File: src/rtl/uart_frame_sched.sv
// uart_frame_sched
//   Decodes single-byte host commands from the UART receiver and schedules the
//   bytes handed to the UART transmitter. It answers ping and unknown commands
//   with one byte. On a dump request it streams a header, the whole frame from
//   RAM, and a modulo-256 checksum. The UART gives no busy/ack, so bytes are
//   paced purely by a slot counter of BYTE_GAP clocks.
//
// Ports
//   clk, rst_n   system clock (rising edge), asynchronous active-low reset
//   rx_data      received byte, valid while rx_valid is high
//   rx_valid     receive flag; a rising edge carries exactly one command
//   tx_ready     byte strobe to UART TX, high for HOLD clocks per slot
//   tx_data      byte to transmit; loaded one clock before the strobe
//   ram_addr     frame RAM read address
//   ram_rd_en    one-clock read strobe
//   ram_rdata    read data, sampled one clock after ram_rd_en
//   cam_freeze   high while a dump owns the frame RAM
//   busy         high whenever the scheduler is not idle
//   done         one-clock pulse when a dump completes or is aborted
module uart_frame_sched #(
   parameter int FRAME_LEN = 4800,
   parameter int ADDR_W    = 13,
   parameter int BYTE_GAP  = 325,
   parameter int HOLD      = 2
) (
   input  logic              clk,
   input  logic              rst_n,
   input  logic [7:0]        rx_data,
   input  logic              rx_valid,
   output logic              tx_ready,
   output logic [7:0]        tx_data,
   output logic [ADDR_W-1:0] ram_addr,
   output logic              ram_rd_en,
   input  logic [7:0]        ram_rdata,
   output logic              cam_freeze,
   output logic              busy,
   output logic              done
);

   localparam int OFF_W = $clog2(BYTE_GAP);
   localparam int IDX_W = ADDR_W + 1;

   // Slot offsets: prefetch strobe, next-byte load, and last clock of a slot.
   localparam logic [OFF_W-1:0] OFF_PF   = OFF_W'(BYTE_GAP - 3);
   localparam logic [OFF_W-1:0] OFF_LOAD = OFF_W'(BYTE_GAP - 2);
   localparam logic [OFF_W-1:0] OFF_LAST = OFF_W'(BYTE_GAP - 1);
   localparam logic [OFF_W-1:0] OFF_HOLD = OFF_W'(HOLD);
   localparam logic [IDX_W-1:0] FRAME_CNT = IDX_W'(FRAME_LEN);

   localparam logic [7:0] CMD_PING    = 8'h01;
   localparam logic [7:0] CMD_DUMP    = 8'h02;
   localparam logic [7:0] CMD_ABORT   = 8'h03;
   localparam logic [7:0] RSP_PING    = 8'hA5;
   localparam logic [7:0] RSP_ABORT   = 8'hEE;
   localparam logic [7:0] RSP_UNKNOWN = 8'h3F;
   localparam logic [7:0] HDR_0       = 8'hAA;
   localparam logic [7:0] HDR_1       = 8'h55;

   typedef enum logic [2:0] {
      S_IDLE,
      S_RESP,
      S_HDR0,
      S_HDR1,
      S_DATA,
      S_CSUM,
      S_ABRT
   } state_t;

   state_t             state_q;
   logic               rx_prev_q;
   logic               cmd_vld_q;
   logic [7:0]         cmd_q;
   logic [OFF_W-1:0]   off_q;
   logic               started_q;
   logic               abort_q;
   logic               pf_q;
   logic [IDX_W-1:0]   rd_idx_q;
   logic [7:0]         csum_q;

   logic               cmd_stb_d;
   logic [OFF_W-1:0]   off_d;
   logic               strobe_d;
   logic               abort_now;
   logic               abort_eff;
   logic               at_pf;
   logic               at_load;
   logic               at_wrap;

   always_comb begin
      cmd_stb_d = rx_valid & ~rx_prev_q;
      off_d     = (off_q == OFF_LAST) ? '0 : off_q + OFF_W'(1);
      strobe_d  = (off_d < OFF_HOLD);
      at_pf     = (off_q == OFF_PF);
      at_load   = (off_q == OFF_LOAD);
      at_wrap   = (off_q == OFF_LAST);
      // Abort is only honoured while header or data are still being sent.
      abort_now = cmd_vld_q && (cmd_q == CMD_ABORT) &&
                  ((state_q == S_HDR0) || (state_q == S_HDR1) || (state_q == S_DATA));
      abort_eff = abort_q | abort_now;
   end

   always_ff @(posedge clk or negedge rst_n) begin
      if (!rst_n) begin
         state_q    <= S_IDLE;
         rx_prev_q  <= 1'b0;
         cmd_vld_q  <= 1'b0;
         cmd_q      <= 8'h00;
         off_q      <= '0;
         started_q  <= 1'b0;
         abort_q    <= 1'b0;
         pf_q       <= 1'b0;
         rd_idx_q   <= '0;
         csum_q     <= 8'h00;
         tx_ready   <= 1'b0;
         tx_data    <= 8'h00;
         ram_addr   <= '0;
         ram_rd_en  <= 1'b0;
         cam_freeze <= 1'b0;
         busy       <= 1'b0;
         done       <= 1'b0;
      end else begin
         rx_prev_q <= rx_valid;
         cmd_vld_q <= cmd_stb_d;
         if (cmd_stb_d) begin
            cmd_q <= rx_data;
         end
         ram_rd_en <= 1'b0;
         done      <= 1'b0;

         if (state_q != S_IDLE) begin
            off_q    <= off_d;
            tx_ready <= strobe_d;
            // started_q marks that the current byte's slot has begun, so the
            // wrap that opens a slot is not mistaken for the one that ends it.
            if (at_wrap) begin
               started_q <= 1'b1;
            end
         end

         if (abort_now) begin
            abort_q <= 1'b1;
         end

         case (state_q)
            S_IDLE: begin
               tx_ready <= 1'b0;
               abort_q  <= 1'b0;
               pf_q     <= 1'b0;
               if (cmd_vld_q) begin
                  busy      <= 1'b1;
                  // Enter at the last offset so the strobe rises on the next clock.
                  off_q     <= OFF_LAST;
                  started_q <= 1'b0;
                  case (cmd_q)
                     CMD_PING: begin
                        state_q <= S_RESP;
                        tx_data <= RSP_PING;
                     end
                     CMD_DUMP: begin
                        state_q    <= S_HDR0;
                        tx_data    <= HDR_0;
                        cam_freeze <= 1'b1;
                        csum_q     <= 8'h00;
                        rd_idx_q   <= '0;
                     end
                     CMD_ABORT: begin
                        state_q <= S_RESP;
                        tx_data <= RSP_ABORT;
                     end
                     default: begin
                        state_q <= S_RESP;
                        tx_data <= RSP_UNKNOWN;
                     end
                  endcase
               end
            end

            S_HDR0: begin
               if (at_load) begin
                  started_q <= 1'b0;
                  if (abort_eff) begin
                     state_q <= S_ABRT;
                     tx_data <= RSP_ABORT;
                  end else begin
                     state_q <= S_HDR1;
                     tx_data <= HDR_1;
                  end
               end
            end

            S_HDR1, S_DATA: begin
               // Prefetch the next data byte so it is on ram_rdata at the load.
               if (at_pf && !abort_eff && (rd_idx_q < FRAME_CNT)) begin
                  ram_rd_en <= 1'b1;
                  ram_addr  <= rd_idx_q[ADDR_W-1:0];
                  rd_idx_q  <= rd_idx_q + IDX_W'(1);
                  pf_q      <= 1'b1;
               end
               if (at_load) begin
                  started_q <= 1'b0;
                  pf_q      <= 1'b0;
                  if (abort_eff) begin
                     state_q <= S_ABRT;
                     tx_data <= RSP_ABORT;
                  end else if (pf_q) begin
                     state_q <= S_DATA;
                     tx_data <= ram_rdata;
                     csum_q  <= csum_q + ram_rdata;
                  end else begin
                     // No prefetch this slot: the frame is exhausted.
                     state_q <= S_CSUM;
                     tx_data <= csum_q;
                  end
               end
            end

            S_RESP, S_CSUM, S_ABRT: begin
               if (at_wrap && started_q) begin
                  state_q    <= S_IDLE;
                  tx_ready   <= 1'b0;
                  busy       <= 1'b0;
                  cam_freeze <= 1'b0;
                  done       <= (state_q != S_RESP);
               end
            end

            default: begin
               state_q <= S_IDLE;
            end
         endcase
      end
   end

endmodule
File: config.mk
export PLATFORM = sky130hd
export DESIGN_NAME = uart_frame_sched
export DESIGN_NICKNAME = d
export VERILOG_FILES = /design/src/rtl/uart_frame_sched.sv
export SDC_FILE = /design/constraint.sdc
export NUM_CORES = 1
export LEC_CHECK = 0
export CAP_MARGIN = 20
export CORE_UTILIZATION = 55
export CTS_CLUSTER_SIZE = 8
export DETAILED_ROUTE_END_ITERATION = 16
export GPL_TIMING_DRIVEN = 0
export PLACE_DENSITY = 0.78
export SLEW_MARGIN = 20
export SYNTH_ARGS = -nofsm -noshare
export SYNTH_HDL_FRONTEND = slang
export SYNTH_SLANG_ARGS = --single-unit
File: constraint.sdc
create_clock -name clk -period 2.9 [get_ports clk]
set_input_delay 0.29 -clock clk [delete_from_list [all_inputs] [get_ports clk]]
set_output_delay 0.29 -clock clk [all_outputs]
set_load 0.01 [all_outputs]
# Yosys cells after proc, flatten, opt, wreduce, memory -nomap -nowiden
# Index checks and enable logic that the tools add are counted.
[op_classes]
addsub = 3
n_lt_le_gt_ge = 2
eq_ne = 22
muxes = 54
bitwise_logic = 3
reduce_logical = 25
[op_table]
columns = ["op", "count"]
rows = [
  ["$mux W8", 11],
  ["$pmux W8 S3", 2],
  ["$mux W14", 3],
  ["$mux W9", 4],
  ["$pmux W14 S2", 1],
  ["$eq A9 B9 Y1 const B", 3],
  ["$mux W1", 19],
  ["$eq A8 B2 Y1 const B", 2],
  ["$pmux W8 S2", 1],
  ["$reduce_and A4 Y1", 4],
  ["$mux W3", 5],
  ["$add A14 B1 Y14 const B", 1],
  ["$lt A14 B13 Y1 const B", 1],
  ["$ne A2 B2 Y1 const B", 7],
  ["$pmux W3 S4", 1],
  ["$pmux W1 S2", 5],
  ["$add A9 B1 Y9 const B", 1],
  ["$eq A3 B3 Y1 const B", 3],
  ["$lt A9 B2 Y1 const B", 1],
  ["$add A8 B8 Y8", 1],
  ["$eq A8 B1 Y1 const B", 1],
  ["$eq A3 B2 Y1 const B", 2],
  ["$reduce_and A6 Y1", 1],
  ["$reduce_bool A2 Y1", 3],
  ["17 further kinds", 26],
]
[totals]
regBits = 73
inputBits = 19
output_inout_bits = 26
word_cells = 126

# Logic depth before layout (Yosys ltp)
# Gate-level depths: netlist of the first run.
[depth]
depth_word = 11
ltp_mapped = 9
ltp_nobuf = 8

# Least setup slack after synthesis of the first run
# OpenSTA, ideal clock, no wires.
[synth_path]
path_type = "reg-to-reg"
from = "register off_q[0]"
to = "register ram_addr[0]"
setup_time_ns = 0.125
t_arrival_ns = 2.265
t_required_ns = 2.775
setup_slack_ns = 0.510
path_stages_with_launch = 9
path_buffers = 2
period_less_slack_ns = 2.390
cell_sequence = "dfrtp_1 -> inv_1 -> ha_1 -> or3b_2 -> a2111o_1 -> or2_1 -> buf_6 -> buf_6 -> mux2_4"
[synth_via]
elab_chain_cells = 4
[synth_rtl]
columns = ["element", "line_no", "rtl"]
rows = [
  ["start: declaration", "73", "logic [OFF_W-1:0] off_q;"],
  ["start signal: assignment", "108", "off_q <= '0;"],
  ["start signal: assignment", "131", "off_q <= off_d;"],
  ["start signal: assignment", "152", "off_q <= OFF_LAST;"],
  ["$eq A9 B9 Y1", "93", "at_pf = (off_q == OFF_PF);"],
  ["$logic_and A1 B1 Y1 (2 in a row)", "193", "if (at_pf && !abort_eff && (rd_idx_q < FRAME_CNT)) begin"],
  ["$reduce_and A2 Y1 (no source line)", "n/a", ""],
  ["end signal: assignment", "195", "ram_addr <= rd_idx_q[ADDR_W-1:0];"],
  ["end: declaration", "32", "output logic [ADDR_W-1:0] ram_addr,"],
]
# No other way between the ends.
# A chain may end at the register's enable or synchronous reset.

# Final worst setup path of the first run
[layout_path]
from = "register off_q[5]"
to = "register tx_data[3]"
[layout_via]
elab_chain_cells = 3
elab_cells_between_ends = 4
cone_classes = "3 x eq/ne; 1 x reduce/logical"
[layout_rtl]
columns = ["element", "line_no", "rtl"]
rows = [
  ["$eq A9 B9 Y1 (*)", "94", "at_load = (off_q == OFF_LOAD);"],
  ["$ne A2 B2 Y1 (no source line)", "n/a", ""],
  ["$reduce_and A4 Y1 (no source line) (*)", "n/a", ""],
  ["end signal: assignment", "207", "tx_data <= ram_rdata;"],
  ["end signal: assignment", "212", "tx_data <= csum_q;"],
  ["end: declaration", "31", "output logic [7:0] tx_data,"],
]
# Every way passes the cells marked *; elsewhere a longest branch is shown, timed or not.

==> summary.md, run 1 <==
In this run the critical register-to-register path is captured at tx_data[3]. The most critical setup path has its endpoint at tx_data[3]. Of the total power, the clock network draws 25.7%. The cell area that synthesis handed to floorplanning was 4200 µm². The area growth from synthesis to final layout is 19.9%, and the H-tree depth is 3. The worst setup path is captured at a flop. The analysis attributes to cell leakage a power of 2.14 nW. The most used routing layer is met2. The clock reaches the later pin of the worst-skew pair after 0.36 ns. The final critical delay including setup and external delays is 2.65 ns, and the final wirelength is 10.2 mm. The internal power contribution is 2.22 mW. In this run switching power makes up 37.1% of total power. STA classifies the critical path startpoint as a flop. In this run the register-to-register setup slack is 0.25 ns. The number of global-route vias before repair was 3404; the clock sink count was 73. The critical path is of the reg -> reg type. The final count of negative-setup-slack endpoints is 0.

The die is 89.4 µm wide. Number of violations reported at the end of detailed-routing iteration 0: 301. Routability-driven placement finished with a final weighted congestion of 0.910. On the worst path, the slowest cell contributes a delay of 0.58 ns. The sequential cell fraction of total power is 36.8%.

The logs give 2.88 ns for the worst path arrival time and 8000 µm² for the floorplan die area. For the pin with the worst max-slew slack, the measured transition is 0.704 ns. The total number of cells along the worst setup path was 6.

Across the run, the number of max-cap violations was 0. During I/O placement, the number of pins put on the boundary was 45. For the count of vias placed by the detailed router, the log shows 3652. The logs give 0.397 ns for the worst-case hold slack and 0 for the residual antenna-violating net count after detailed routing. Length of the first detailed-routing pass in iterations: 5. The achievable clock frequency is 0.377 GHz. Setup repair after global routing left no endpoint under its margin.

The share of the clock period used by the worst path came out at 91.5%. Entering global routing, the biggest net connects 45 pins. The most used flip-flop cell after synthesis is sky130_fd_sc_hd__dfrtp_1. The total overflow left after global routing is 0. After the last flow step, the layout net total stands at 522. For this design the ratio of total power to cell area is 699 nW/µm².

For the number of hold-slack violations in the final timing report, the log shows 0. In this run, placement finished with an instance count of 578. At the placement stage, the worst setup path has a slack of 0.102 ns. Met2 track demand over resource: 43.7%. The tools report the fraction of met1 tracks used by global routing as 35.1%.

TritonCTS built the clock tree. The critical path buffer and inverter count was 1; the clock transition time at the flip-flop clock pins of the worst setup and hold paths was 0.08 ns. The number of I/O port buffers came out at 44. The post-synthesis sequential element count is 73.

The worst path setup slack after routing is 0.248 ns, and the number of rows in the core area is 31. The final-report max-slew violation count is 0. IR analysis of the VDD net gives a maximum drop of 0.515 mV. Total CTS buffers: 9.

Detailed placement ended at an HPWL of 7.24 mm. The flow ran to the end, and the final reports show no timing, DRC or antenna violations. Post-CTS timing repair inserted 0 buffers for setup. The tools report the tightest slew margin relative to the limit as 53.1%.

The met3 track demand over resource is 6.19%, and the number of cells on the worst reg-to-reg path is 6. In this run the deepest clock path goes through 2 buffers. The number of enable-type register cells in the synthesized netlist was 0; the fraction of layout instances using a drive strength above 1 was 11.5%. After floorplanning, the core was sized to cover 7330 µm².

For this run, the number of Yosys warnings is 0. Dividing the detail-routed wire length by the instance count gives 17.2 µm. Averaged over all synthesized cells, the footprint is 9.69 µm².

The post-synthesis async set-or-reset flop share was 100%. The average vias per placed instance is 6.14. The net load switching power is 1.31 mW.

Type of the tightest min-delay check: in -> async. The total routing resource utilization after global routing was 27.0%. The critical path goes through buf_6, or4b_4, nor3_1, o2bb2ai_1, a21boi_0, a21oi_1. Of the synthesized area, sequential elements account for 43.5%.

The run gives 57.3% as the effective utilization at floorplan. In this design, the largest share of critical-path delay is due to simple AND/OR/NAND/NOR gates. The repair_antennas step left the layout with diodes totalling 0. After detailed routing, the number of remaining DRC violations is 0. The clock arrives with 0.00919 ns of skew.

Initial antenna violation count: 0. The number of nets produced by synthesis is 465, and the number of instances in the synthesized netlist is 434. The startpoint identified for the worst register-to-register timing path is off_q[5]. The first-pass GRT wire length was 16.3 mm.

Combinational logic is responsible for 37.5% of the overall power. At the worst endpoint, the required time is 3.13 ns. Excluding fillers, the count of instances in the completed layout stands at 595. The run gives 3.52 mW as the overall power consumption. The most critical setup path has its startpoint at off_q[5]. Of all nets on the critical path, the largest fanout is 9. The master cell of the clock root buffer was sky130_fd_sc_hd__clkbuf_8. The library cell contributing the largest single delay on the critical path was sky130_fd_sc_hd__or4b_4. In this run the vertical extent of the chip is 89.4 µm. The number of library cell types mapped by synthesis came out at 66.
-- power groups by stage --
stage / logic (mW) / registers [mW] / clock network, mW
after global placement: 1.26 / 1.30 / 0
after CTS: 1.30 / 1.29 / 0.912
after global routing: 1.46 / 1.32 / 0.956
after detailed placement: 1.29 / 1.31 / 0
after floorplan: 0.870 / 1.30 / 0
final: 1.32 / 1.30 / 0.906
-- state kept, by name, summed over array words and instances (netlist names) --
register and flops:
rd_idx_q 14, ram_addr 13, off_q 9, cmd_q 8, csum_q 8, tx_data 8
state_q 3, abort_q 1, busy 1, cam_freeze 1, cmd_vld_q 1, done 1
pf_q 1, ram_rd_en 1, rx_prev_q 1, started_q 1, tx_ready 1
-- how the worst min path moves through the flow --
stage	startpoint	end
finish	rst_n	ram_addr[9]
global route	rx_valid	rx_prev_q
CTS	rx_valid	rx_prev_q
detailed placement	rst_n	ram_addr[8]
global placement	rd_idx_q[13]	rd_idx_q[13]
floorplan	rst_n	abort_q
-- kinds of logic (layout without fill, tap and decap cells) --
| logic type | Yosys count | count (layout) | synth area share, % |
|---|---|---|---|
| adder cells (fa/ha/maj) | 12 | 12 | 3.75 |
| multiplexers | 30 | 30 | 8.36 |
| buffers and inverters | 48 | 110 | 5.33 |
| AO/OA/AOI/OAI | 122 | 122 | 19.2 |
| AND/OR/NAND/NOR | 142 | 142 | 18.5 |
| XOR/XNOR | 7 | 7 | 1.46 |
| flip-flops | 73 | 73 | 43.5 |
-- per-layer routing --
| layer | vias up | wire (µm) |
|---|---|---|
| li1 | 1733 | - |
| met1 | 1751 | 4640 |
| met2 | 137 | 4800 |
| met3 | 31 | 538 |
| met4 | 0 | 257 |
| met5 | - | 0 |
-- synth_stat cells (6+ instances only) --
cell type	n	share of area (%)
sky130_fd_sc_hd__o21ai_0	29	3.5
sky130_fd_sc_hd__and3_1	7	1.0
sky130_fd_sc_hd__clkbuf_1	13	1.2
sky130_fd_sc_hd__nand3_1	25	3.0
sky130_fd_sc_hd__inv_1	24	2.1
sky130_fd_sc_hd__nand2_1	32	2.9
sky130_fd_sc_hd__a21oi_1	27	3.2
sky130_fd_sc_hd__dfrtp_1	73	43
sky130_fd_sc_hd__mux2i_1	7	1.7
sky130_fd_sc_hd__o31ai_1	10	1.8
sky130_fd_sc_hd__mux2_4	6	2.1
sky130_fd_sc_hd__ha_1	11	3.3
sky130_fd_sc_hd__nor2_1	24	2.1
sky130_fd_sc_hd__a31oi_1	6	0.89
sky130_fd_sc_hd__mux2_2	17	4.6
sky130_fd_sc_hd__o211ai_1	7	1.2
sky130_fd_sc_hd__or4_1	11	2.0
-- through the flow --
step | cell area [µm²] | utilization, % | TNS (ns)
final | 5040 | 68.7 | 0
after global routing | 5040 | 68.7 | 0
after CTS | 5020 | 68.5 | 0
after detailed placement | 4790 | 65.4 | 0
after global placement | 4770 | 65.0 | -71.70
after floorplan | 4200 | - | 0
-- layout by cell type (no fill, tap or decap), drive strengths merged, types with 3 or more instances in the layout --
| cell type | netlist | routed |
|---|---|---|
| a21oi | 27 | 27 |
| or4 | 11 | 11 |
| o311ai | 3 | 3 |
| o21ai | 29 | 29 |
| nor3 | 6 | 6 |
| xnor2 | 5 | 5 |
| mux2 | 23 | 23 |
| clkdlybuf4s50 | 0 | 43 |
| inv | 24 | 24 |
| clkbuf | 13 | 25 |
| nand4b | 3 | 3 |
| nand3 | 25 | 25 |
| o31ai | 10 | 10 |
| nor2b | 4 | 4 |
| o21bai | 4 | 4 |
| buf | 11 | 13 |
| a21o | 4 | 4 |
| a31oi | 6 | 6 |
| nand4 | 3 | 3 |
| nor2 | 24 | 24 |
| o211ai | 7 | 7 |
| dfrtp | 73 | 73 |
| mux2i | 7 | 7 |
| or3 | 3 | 3 |
| nand2b | 3 | 3 |
| ha | 11 | 11 |
| o22ai | 4 | 4 |
| and2 | 3 | 3 |
| and3 | 7 | 7 |
| a311oi | 3 | 3 |
| or2 | 3 | 3 |
| nand3b | 3 | 3 |
| nand2 | 32 | 32 |
-- cell type report --
cell class | instances | area (µm²)
fillers | 593 | 2290
plain buffers | 24 | 134
well taps | 99 | 124
flip-flops and latches | 73 | 1830
clock inverters | 4 | 76.3
clock buffers | 12 | 145
multi-input cells | 313 | 2170
inverters | 24 | 90.1
repair buffers | 46 | 475
-- worst register-to-register path: cells and delay by family, from the launching register on --
family,cells,cell delay (ns)
AOI/OAI and AO/OA,3,0.91
buffers and inverters,1,0.14
DFF,1,0.39
and+or+nand+nor,2,1.09
-- timing repair --
item,4_1_cts,5_1_grt
endpoints found under the setup margin,0,14
hold buffers,1,0
hold endpoints to repair,29,0
gates resized for setup,0,2
Power figures use the tool's default switching activity.
==> run 2: changes to the inputs <==
CAP_MARGIN = unset   (was 20)
==> results of run 2 <==
Same layout as run 1: the final DEF is identical, and so are final timing and power.
